**src/rtl/dwt_pkg.sv**
```systemverilog
// Shared constants and types for the DWT block front end.
package dwt_pkg;

    localparam int BLK_DIM   = 8;
    localparam int BLK_PIX   = 64;
    localparam int IDX_W     = 6;
    localparam int PIX_W_DEF = 8;
    localparam int CNT_W     = 16;

    localparam logic [IDX_W-1:0] IDX_LAST = 6'd63;

    // One assembled block row at the default pixel width
    typedef logic [BLK_DIM*PIX_W_DEF-1:0] row_t;

    // Bit slot (counted from the LSB end) of raster pixel idx in a flat block; pixel 0 is the MSB lane
    function automatic logic [IDX_W-1:0] pix_slot(input logic [IDX_W-1:0] idx);
        return IDX_LAST - idx;
    endfunction

endpackage

```
**src/rtl/dwt_blk_bank.sv**
```systemverilog
// dwt_blk_bank: one 8x8 pixel bank, written a pixel at a time, read as a flat block
// with row 0 / lane 0 in the most significant bits.
module dwt_blk_bank
    import dwt_pkg::*;
#(
    parameter int PIX_W = 8
) (
    input  logic                     clk,
    input  logic                     rst_n,
    input  logic                     clr,
    input  logic                     wr_en,
    input  logic [IDX_W-1:0]         wr_idx,
    input  logic [PIX_W-1:0]         wr_data,
    output logic [BLK_PIX*PIX_W-1:0] blk_data
);

    logic [BLK_PIX*PIX_W-1:0] data_r;
    logic [IDX_W-1:0]         slot_s;

    assign slot_s = pix_slot(wr_idx);

    // Pixel storage: clear wins over write, which never target the same bank together
    always_ff @(posedge clk or negedge rst_n) begin
        if (!rst_n) begin
            data_r <= '0;
        end else if (clr) begin
            data_r <= '0;
        end else if (wr_en) begin
            data_r[slot_s*PIX_W +: PIX_W] <= wr_data;
        end else begin
            data_r <= data_r;
        end
    end

    assign blk_data = data_r;

endmodule

```
**src/rtl/dwt_block_loader.sv**
```systemverilog
// dwt_block_loader: assembles raster pixels into 8x8 blocks for the DWT stage inputs.
// Define DWT_LOADER_DOUBLE_BUF_EN for two ping-pong banks; the default build has one bank.
module dwt_block_loader
    import dwt_pkg::*;
#(
    parameter int PIX_W = 8
) (
    input  logic                 clk,
    input  logic                 rst_n,
    input  logic [PIX_W-1:0]     pix_in,
    input  logic                 pix_valid,
    output logic                 pix_ready,
    output logic [8*PIX_W-1:0]   row1,
    output logic [8*PIX_W-1:0]   row2,
    output logic [8*PIX_W-1:0]   row3,
    output logic [8*PIX_W-1:0]   row4,
    output logic [8*PIX_W-1:0]   row5,
    output logic [8*PIX_W-1:0]   row6,
    output logic [8*PIX_W-1:0]   row7,
    output logic [8*PIX_W-1:0]   row8,
    output logic                 blk_valid,
    input  logic                 blk_ready,
    output logic [CNT_W-1:0]     blk_cnt
);

    localparam int ROW_W  = BLK_DIM * PIX_W;
    localparam int BANK_W = BLK_PIX * PIX_W;

    logic [IDX_W-1:0]  fill_idx_r;
    logic              pix_ready_r;
    logic              blk_valid_r;
    logic [BANK_W-1:0] blk_r;
    logic [CNT_W-1:0]  blk_cnt_r;

    logic              accept_s;
    logic              fill_done_s;
    logic              handoff_s;
    logic              cand_full_s;
    logic              cand_fwd_s;
    logic              pix_ready_n_s;
    logic [BANK_W-1:0] cand_data_s;
    logic [BANK_W-1:0] blk_next_s;

    assign accept_s    = pix_valid && pix_ready_r;
    assign fill_done_s = accept_s && (fill_idx_r == IDX_LAST);
    assign handoff_s   = blk_valid_r && blk_ready;

`ifdef DWT_LOADER_DOUBLE_BUF_EN
    logic [1:0]        full_r;
    logic [1:0]        full_n_s;
    logic [1:0]        wr_s;
    logic [1:0]        clr_s;
    logic              fill_sel_r;
    logic              pres_sel_r;
    logic              fill_sel_n_s;
    logic              pres_sel_n_s;
    logic              other_sel_s;
    logic [BANK_W-1:0] bank_data_s [2];

    for (genvar b = 0; b < 2; b++) begin : g_bank
        dwt_blk_bank #(.PIX_W(PIX_W)) u_bank (
            .clk      (clk),
            .rst_n    (rst_n),
            .clr      (clr_s[b]),
            .wr_en    (wr_s[b]),
            .wr_idx   (fill_idx_r),
            .wr_data  (pix_in),
            .blk_data (bank_data_s[b])
        );
    end

    assign other_sel_s = ~pres_sel_r;

    // Bank flags, pointers and choice of the block to present after this edge
    always_comb begin
        full_n_s     = full_r;
        wr_s         = 2'b00;
        clr_s        = 2'b00;
        cand_full_s  = 1'b0;
        cand_fwd_s   = 1'b0;
        cand_data_s  = bank_data_s[pres_sel_r];
        fill_sel_n_s = fill_sel_r;
        pres_sel_n_s = pres_sel_r;
        if (handoff_s) begin
            full_n_s[pres_sel_r] = 1'b0;
            clr_s[pres_sel_r]    = 1'b1;
            pres_sel_n_s         = other_sel_s;
        end else begin
            pres_sel_n_s = pres_sel_r;
        end
        if (accept_s) begin
            wr_s[fill_sel_r] = 1'b1;
        end else begin
            wr_s = 2'b00;
        end
        if (fill_done_s) begin
            full_n_s[fill_sel_r] = 1'b1;
            fill_sel_n_s         = ~fill_sel_r;
        end else begin
            fill_sel_n_s = fill_sel_r;
        end
        // A bank completing on the handoff edge is forwarded so blk_valid never dips
        if (handoff_s) begin
            cand_data_s = bank_data_s[other_sel_s];
            cand_fwd_s  = fill_done_s && (fill_sel_r == other_sel_s);
            cand_full_s = full_r[other_sel_s] || cand_fwd_s;
        end else begin
            cand_full_s = full_r[pres_sel_r];
        end
        pix_ready_n_s = ~full_n_s[fill_sel_n_s];
    end

    // Bank flag and pointer registers
    always_ff @(posedge clk or negedge rst_n) begin
        if (!rst_n) begin
            full_r     <= 2'b00;
            fill_sel_r <= 1'b0;
            pres_sel_r <= 1'b0;
        end else begin
            full_r     <= full_n_s;
            fill_sel_r <= fill_sel_n_s;
            pres_sel_r <= pres_sel_n_s;
        end
    end
`else
    logic              full_r;
    logic              full_n_s;
    logic              wr_s;
    logic              clr_s;
    logic [BANK_W-1:0] bank_data_s;

    dwt_blk_bank #(.PIX_W(PIX_W)) u_bank (
        .clk      (clk),
        .rst_n    (rst_n),
        .clr      (clr_s),
        .wr_en    (wr_s),
        .wr_idx   (fill_idx_r),
        .wr_data  (pix_in),
        .blk_data (bank_data_s)
    );

    // Single bank: fill and handoff never coincide because pix_ready is low while full
    always_comb begin
        full_n_s    = full_r;
        wr_s        = accept_s;
        clr_s       = handoff_s;
        cand_fwd_s  = 1'b0;
        cand_full_s = 1'b0;
        cand_data_s = bank_data_s;
        if (handoff_s) begin
            full_n_s    = 1'b0;
            cand_full_s = 1'b0;
        end else if (fill_done_s) begin
            full_n_s    = 1'b1;
            cand_full_s = full_r;
        end else begin
            cand_full_s = full_r;
        end
        pix_ready_n_s = ~full_n_s;
    end

    // Bank flag register
    always_ff @(posedge clk or negedge rst_n) begin
        if (!rst_n) begin
            full_r <= 1'b0;
        end else begin
            full_r <= full_n_s;
        end
    end
`endif

    // Next presented block, with the last pixel bypassed when it lands this edge
    always_comb begin
        blk_next_s = cand_data_s;
        if (cand_fwd_s) begin
            blk_next_s[PIX_W-1:0] = pix_in;
        end else begin
            blk_next_s = cand_data_s;
        end
    end

    // Fill index, presentation registers and handoff counter
    always_ff @(posedge clk or negedge rst_n) begin
        if (!rst_n) begin
            fill_idx_r  <= '0;
            pix_ready_r <= 1'b0;
            blk_valid_r <= 1'b0;
            blk_r       <= '0;
            blk_cnt_r   <= 16'd0;
        end else begin
            pix_ready_r <= pix_ready_n_s;
            if (accept_s) begin
                fill_idx_r <= fill_idx_r + 6'd1;
            end
            if (handoff_s) begin
                blk_cnt_r <= blk_cnt_r + 16'd1;
            end
            if (!blk_valid_r || handoff_s) begin
                blk_valid_r <= cand_full_s;
                if (cand_full_s) begin
                    blk_r <= blk_next_s;
                end
            end
        end
    end

    assign pix_ready = pix_ready_r;
    assign blk_valid = blk_valid_r;
    assign blk_cnt   = blk_cnt_r;

    assign row1 = blk_r[7*ROW_W +: ROW_W];
    assign row2 = blk_r[6*ROW_W +: ROW_W];
    assign row3 = blk_r[5*ROW_W +: ROW_W];
    assign row4 = blk_r[4*ROW_W +: ROW_W];
    assign row5 = blk_r[3*ROW_W +: ROW_W];
    assign row6 = blk_r[2*ROW_W +: ROW_W];
    assign row7 = blk_r[1*ROW_W +: ROW_W];
    assign row8 = blk_r[0*ROW_W +: ROW_W];

endmodule

```
**config.mk**
```make
export PLATFORM = sky130hd
export DESIGN_NAME = dwt_block_loader
export DESIGN_NICKNAME = d
export VERILOG_FILES = /design/src/rtl/dwt_pkg.sv /design/src/rtl/dwt_blk_bank.sv /design/src/rtl/dwt_block_loader.sv
export SDC_FILE = /design/constraint.sdc
export NUM_CORES = 2
export LEC_CHECK = 0
export CORE_MARGIN = 5
export CORE_UTILIZATION = 61
export CTS_BUF_LIST = sky130_fd_sc_hd__clkbuf_8
export DETAILED_ROUTE_END_ITERATION = 7
export PLACE_DENSITY = 0.88
export SLEW_MARGIN = 20
export SYNTH_ARGS = -nofsm -noshare
export SYNTH_HDL_FRONTEND = slang
export SYNTH_SLANG_ARGS = --single-unit
```
**constraint.sdc**
```tcl
create_clock -name clk -period 6.7 [get_ports clk]
set_clock_uncertainty 0.15 [all_clocks]
set_input_delay 1.675 -clock clk [delete_from_list [all_inputs] [get_ports clk]]
set_output_delay 1.675 -clock clk [all_outputs]
set_load 0.01 [all_outputs]
```
==> run summary <==
Die width = 264 µm
Yosys warns = 0
Global-route wire length before repair = 195000 µm
Number of synthesized flops with an enable pin = 0
Number of buffers added for setup after CTS = 0
Reg-to-reg setup timing slack = 2470 ps
Initial Utilization = 61.4%
Hold path startpoint = u_bank.blk_data[491]
Result of the run = finished, final reports clean
Total power = 17.3 mW
Max-Cap Viols = 0
Initial detailed-routing violation count = 4143
Met3 wirelength from detailed routing = 14000 µm
Final setup vio count = 0
Number of DRC violations after detailed routing = 0
Worst r2r dst = u_bank.blk_data[21]
Sum of negative setup slack = 0 ps
Number of buffers inserted by hold repair at cts = 0
PostCTS Resize Cnt = 0
Cell count after synthesis = 3711
Series of cell instances along the critical path = ha_1 -> xor2_1 -> o211ai_1 -> nor3_2 -> a21oi_1 -> a22o_1
Worst hold path endpoint = blk_r[491]
Measured slew at the worst slew-check pin = 1160 ps
Final instance count without filler cells = 5246
RSZ-0062 raised after global routing = no
Via/cell ratio = 6.10
Wire length on met2 = 58700 µm
Leading cell types in the layout, fill and taps excluded = sky130_fd_sc_hd__nand2_1 (1640), sky130_fd_sc_hd__dfrtp_1 (1049), sky130_fd_sc_hd__clkdlybuf4s50_1 (533)
Flip-flop and latch count after synthesis = 1049
Data arrival time at the worst-slack endpoint = 4750 ps
Required time at the worst-slack endpoint = 7220 ps
Number of nets with antenna violations after detailed routing = 0
Worst skew pair latency = 830 ps
Filler instances = 3934
DR pass1 iterations = 6
TritonCTS clock tree = done
Area enclosed by the die boundary = 70000 µm²
Total Routed Length = 127000 µm
Endpoint class of the critical path = flip-flop
Placer congestion estimate = 0.891
Post-route cell area = 49000 µm²
Core Rows = 93
Maximum vdd drop = 233 µV
Crit path max-delay family = compound AO/OA/AOI/OAI gates
Placed insts = 4950
Power per standard cell area = 353 nW/µm²
Total buffers and inverters traversed by the critical path = 0
Post-DP Area = 45700 µm²
Prevailing post-synth register cell = sky130_fd_sc_hd__dfrtp_1
DP Wirelength = 81300 µm
Number of distinct library cells after synthesis = 53
Synth-to-layout area growth = 24.0%
Die Ht = 264 µm
Highest clock rate = 237 MHz
Worst Hold Path Cells = 2
Routed length per instance = 24.2 µm
Layout cell share with drive strength beyond 1 = 7.18%
H-tree depth = 4
Worst hold path type = reg2reg
CTS root buffer = sky130_fd_sc_hd__clkbuf_8
IO Pins = 542
Post-synthesis net count = 3726
Total clock buffers created by CTS = 162
CP Class = reg2reg
Most common library cell in the layout ignoring fill and taps = sky130_fd_sc_hd__nand2_1
Cell count of the worst reg-to-reg path = 6
Total via count in the routed design = 32000
Total global routing track utilization = 36.0%
Number of buffers added on ports = 541
Core Region = 64300 µm²
Final layout net count = 4274
Via count of the first global-routing pass = 32300
Worst-path maximum fanout = 13
Area of the mapped netlist = 39500 µm²
Critical path startpoint category = flip-flop
Total leakage power = 24.7 nW
Clock sink count = 1049
Final Max Tran Viols = 0
Post-layout minimum cycle time = 4230 ps
Startpoint of the lowest-slack register-to-register path = fill_idx_r[0]
Clock transition at path regs = 60 ps
Initial antenna violation count = 4
Relative slew slack = 22.1%
Highest layer used for signal routing = met5
Maximum number of pins on one net before global-route repair = 193
Syn_area_per_cell = 10.6 µm²
Worst stage delay on the critical path = 950 ps
Maximum clock insertion buffer count = 3
Master of the slowest instance on the critical path = sky130_fd_sc_hd__nor3_2
Total global routing overflow = 0
Fraction of registers with async set/reset = 100%
Routed length on met1 = 46700 µm
Hold violation total from the final report = 0
Register area share after synthesis = 66.4%
Final worst-path cycle share = 63.1%
## through the flow
stage	util [%]	hold WS (ps)	setup slack [ps]
after floorplan	-	281	3290
after CTS	76.1	308	2640
final	76.1	301	2470
after detailed placement	71.0	299	1870
after global routing	76.1	325	2300
after global placement	71.0	297	1960
## worst max-delay path by stage
stage | startpoint | end | slack (ps) | cells after the start
2_1_floorplan | pix_valid | u_bank.blk_data[112] | 3290 | 6
3_3_place_gp | pix_valid | u_bank.blk_data[157] | 1960 | 6
3_5_place_dp | pix_valid | u_bank.blk_data[159] | 1870 | 6
4_1_cts | fill_idx_r[0] | u_bank.blk_data[21] | 2640 | 6
5_1_grt | fill_idx_r[0] | u_bank.blk_data[21] | 2300 | 6
6_report | fill_idx_r[0] | u_bank.blk_data[21] | 2470 | 6
## registers in the layout, summed over array words and instances, names as in the netlist
name             cells
pix_ready            1
fill_idx_r           6
blk_valid            1
u_bank.blk_data    512
full_r               1
blk_r              512
blk_cnt             16
## cell families after synthesis
| group | synth area share (%) |
|---|---|
| AOI/OAI and AO/OA | 12.4 |
| xor gates and xnor gates | 0.618 |
| adders and majority gates | 0.0950 |
| buffers and inverters | 2.02 |
| DFF | 66.4 |
| muxes | 0.143 |
| and+or+nand+nor | 18.3 |
## where the power goes
part	switching, mW	total (mW)	internal, mW
Sequential	0.657	7.84	7.18
Clock	2.52	5.36	2.84
Combinational	2.79	4.12	1.33
Total	5.97	17.3	11.4
## synth_stat cells, drive strengths merged, types with 2 or more instances
| library cell | n | area share [%] |
|---|---|---|
| nor2b | 8 | 0.13 |
| o21ai | 33 | 0.42 |
| and3 | 6 | 0.095 |
| buf | 54 | 0.56 |
| a31oi | 5 | 0.079 |
| o2bb2ai | 166 | 3.7 |
| and2 | 29 | 0.46 |
| o22ai | 16 | 0.25 |
| xor2 | 6 | 0.15 |
| or4 | 3 | 0.057 |
| nor4 | 10 | 0.30 |
| nor3b | 2 | 0.038 |
| nand4 | 6 | 0.095 |
| nand2 | 1641 | 16 |
| nor2 | 47 | 0.45 |
| xnor2 | 21 | 0.47 |
| a21o | 6 | 0.11 |
| o21a | 6 | 0.11 |
| nor3 | 25 | 0.39 |
| clkbuf | 144 | 1.4 |
| mux2 | 2 | 0.057 |
| inv | 9 | 0.086 |
| a22o | 272 | 6.0 |
| mux2i | 3 | 0.086 |
| dfrtp | 1049 | 66 |
| nand4bb | 2 | 0.057 |
| a21oi | 50 | 0.63 |
| nand3 | 32 | 0.41 |
| nand2b | 5 | 0.079 |
| ha | 3 | 0.095 |
| a32o | 32 | 0.81 |
| o2111ai | 3 | 0.067 |
| or2 | 2 | 0.032 |
| a2bb2o | 2 | 0.051 |
## worst register-to-register path, delay by kind of cell (launching register included)
kind	cells	cell delay (ps)
AOI/OAI and AO/OA	3	1160
and+or+nand+nor	1	950
xor gates and xnor gates	1	720
DFF	1	610
adders and majority gates	1	500
## per-layer routing
layer,up-vias,track usage (%)
met5,-,0
met4,2,19.7
met3,404,11.2
met2,1962,54.7
met1,16100,47.1
li1,13600,-
## final cells by class
type	instances	area (µm²)	area share, %
clock inverters	82	409	0.835
inverters	9	33.8	0.0689
well taps	855	1070	2.18
clock buffers	209	2880	5.87
flip-flops and latches	1049	26300	53.6
multi-input cells	2455	12500	25.5
repair buffers	582	5830	11.9
diodes	5	12.5	0.0255
Note: power is estimated with default switching activity, not from simulation.
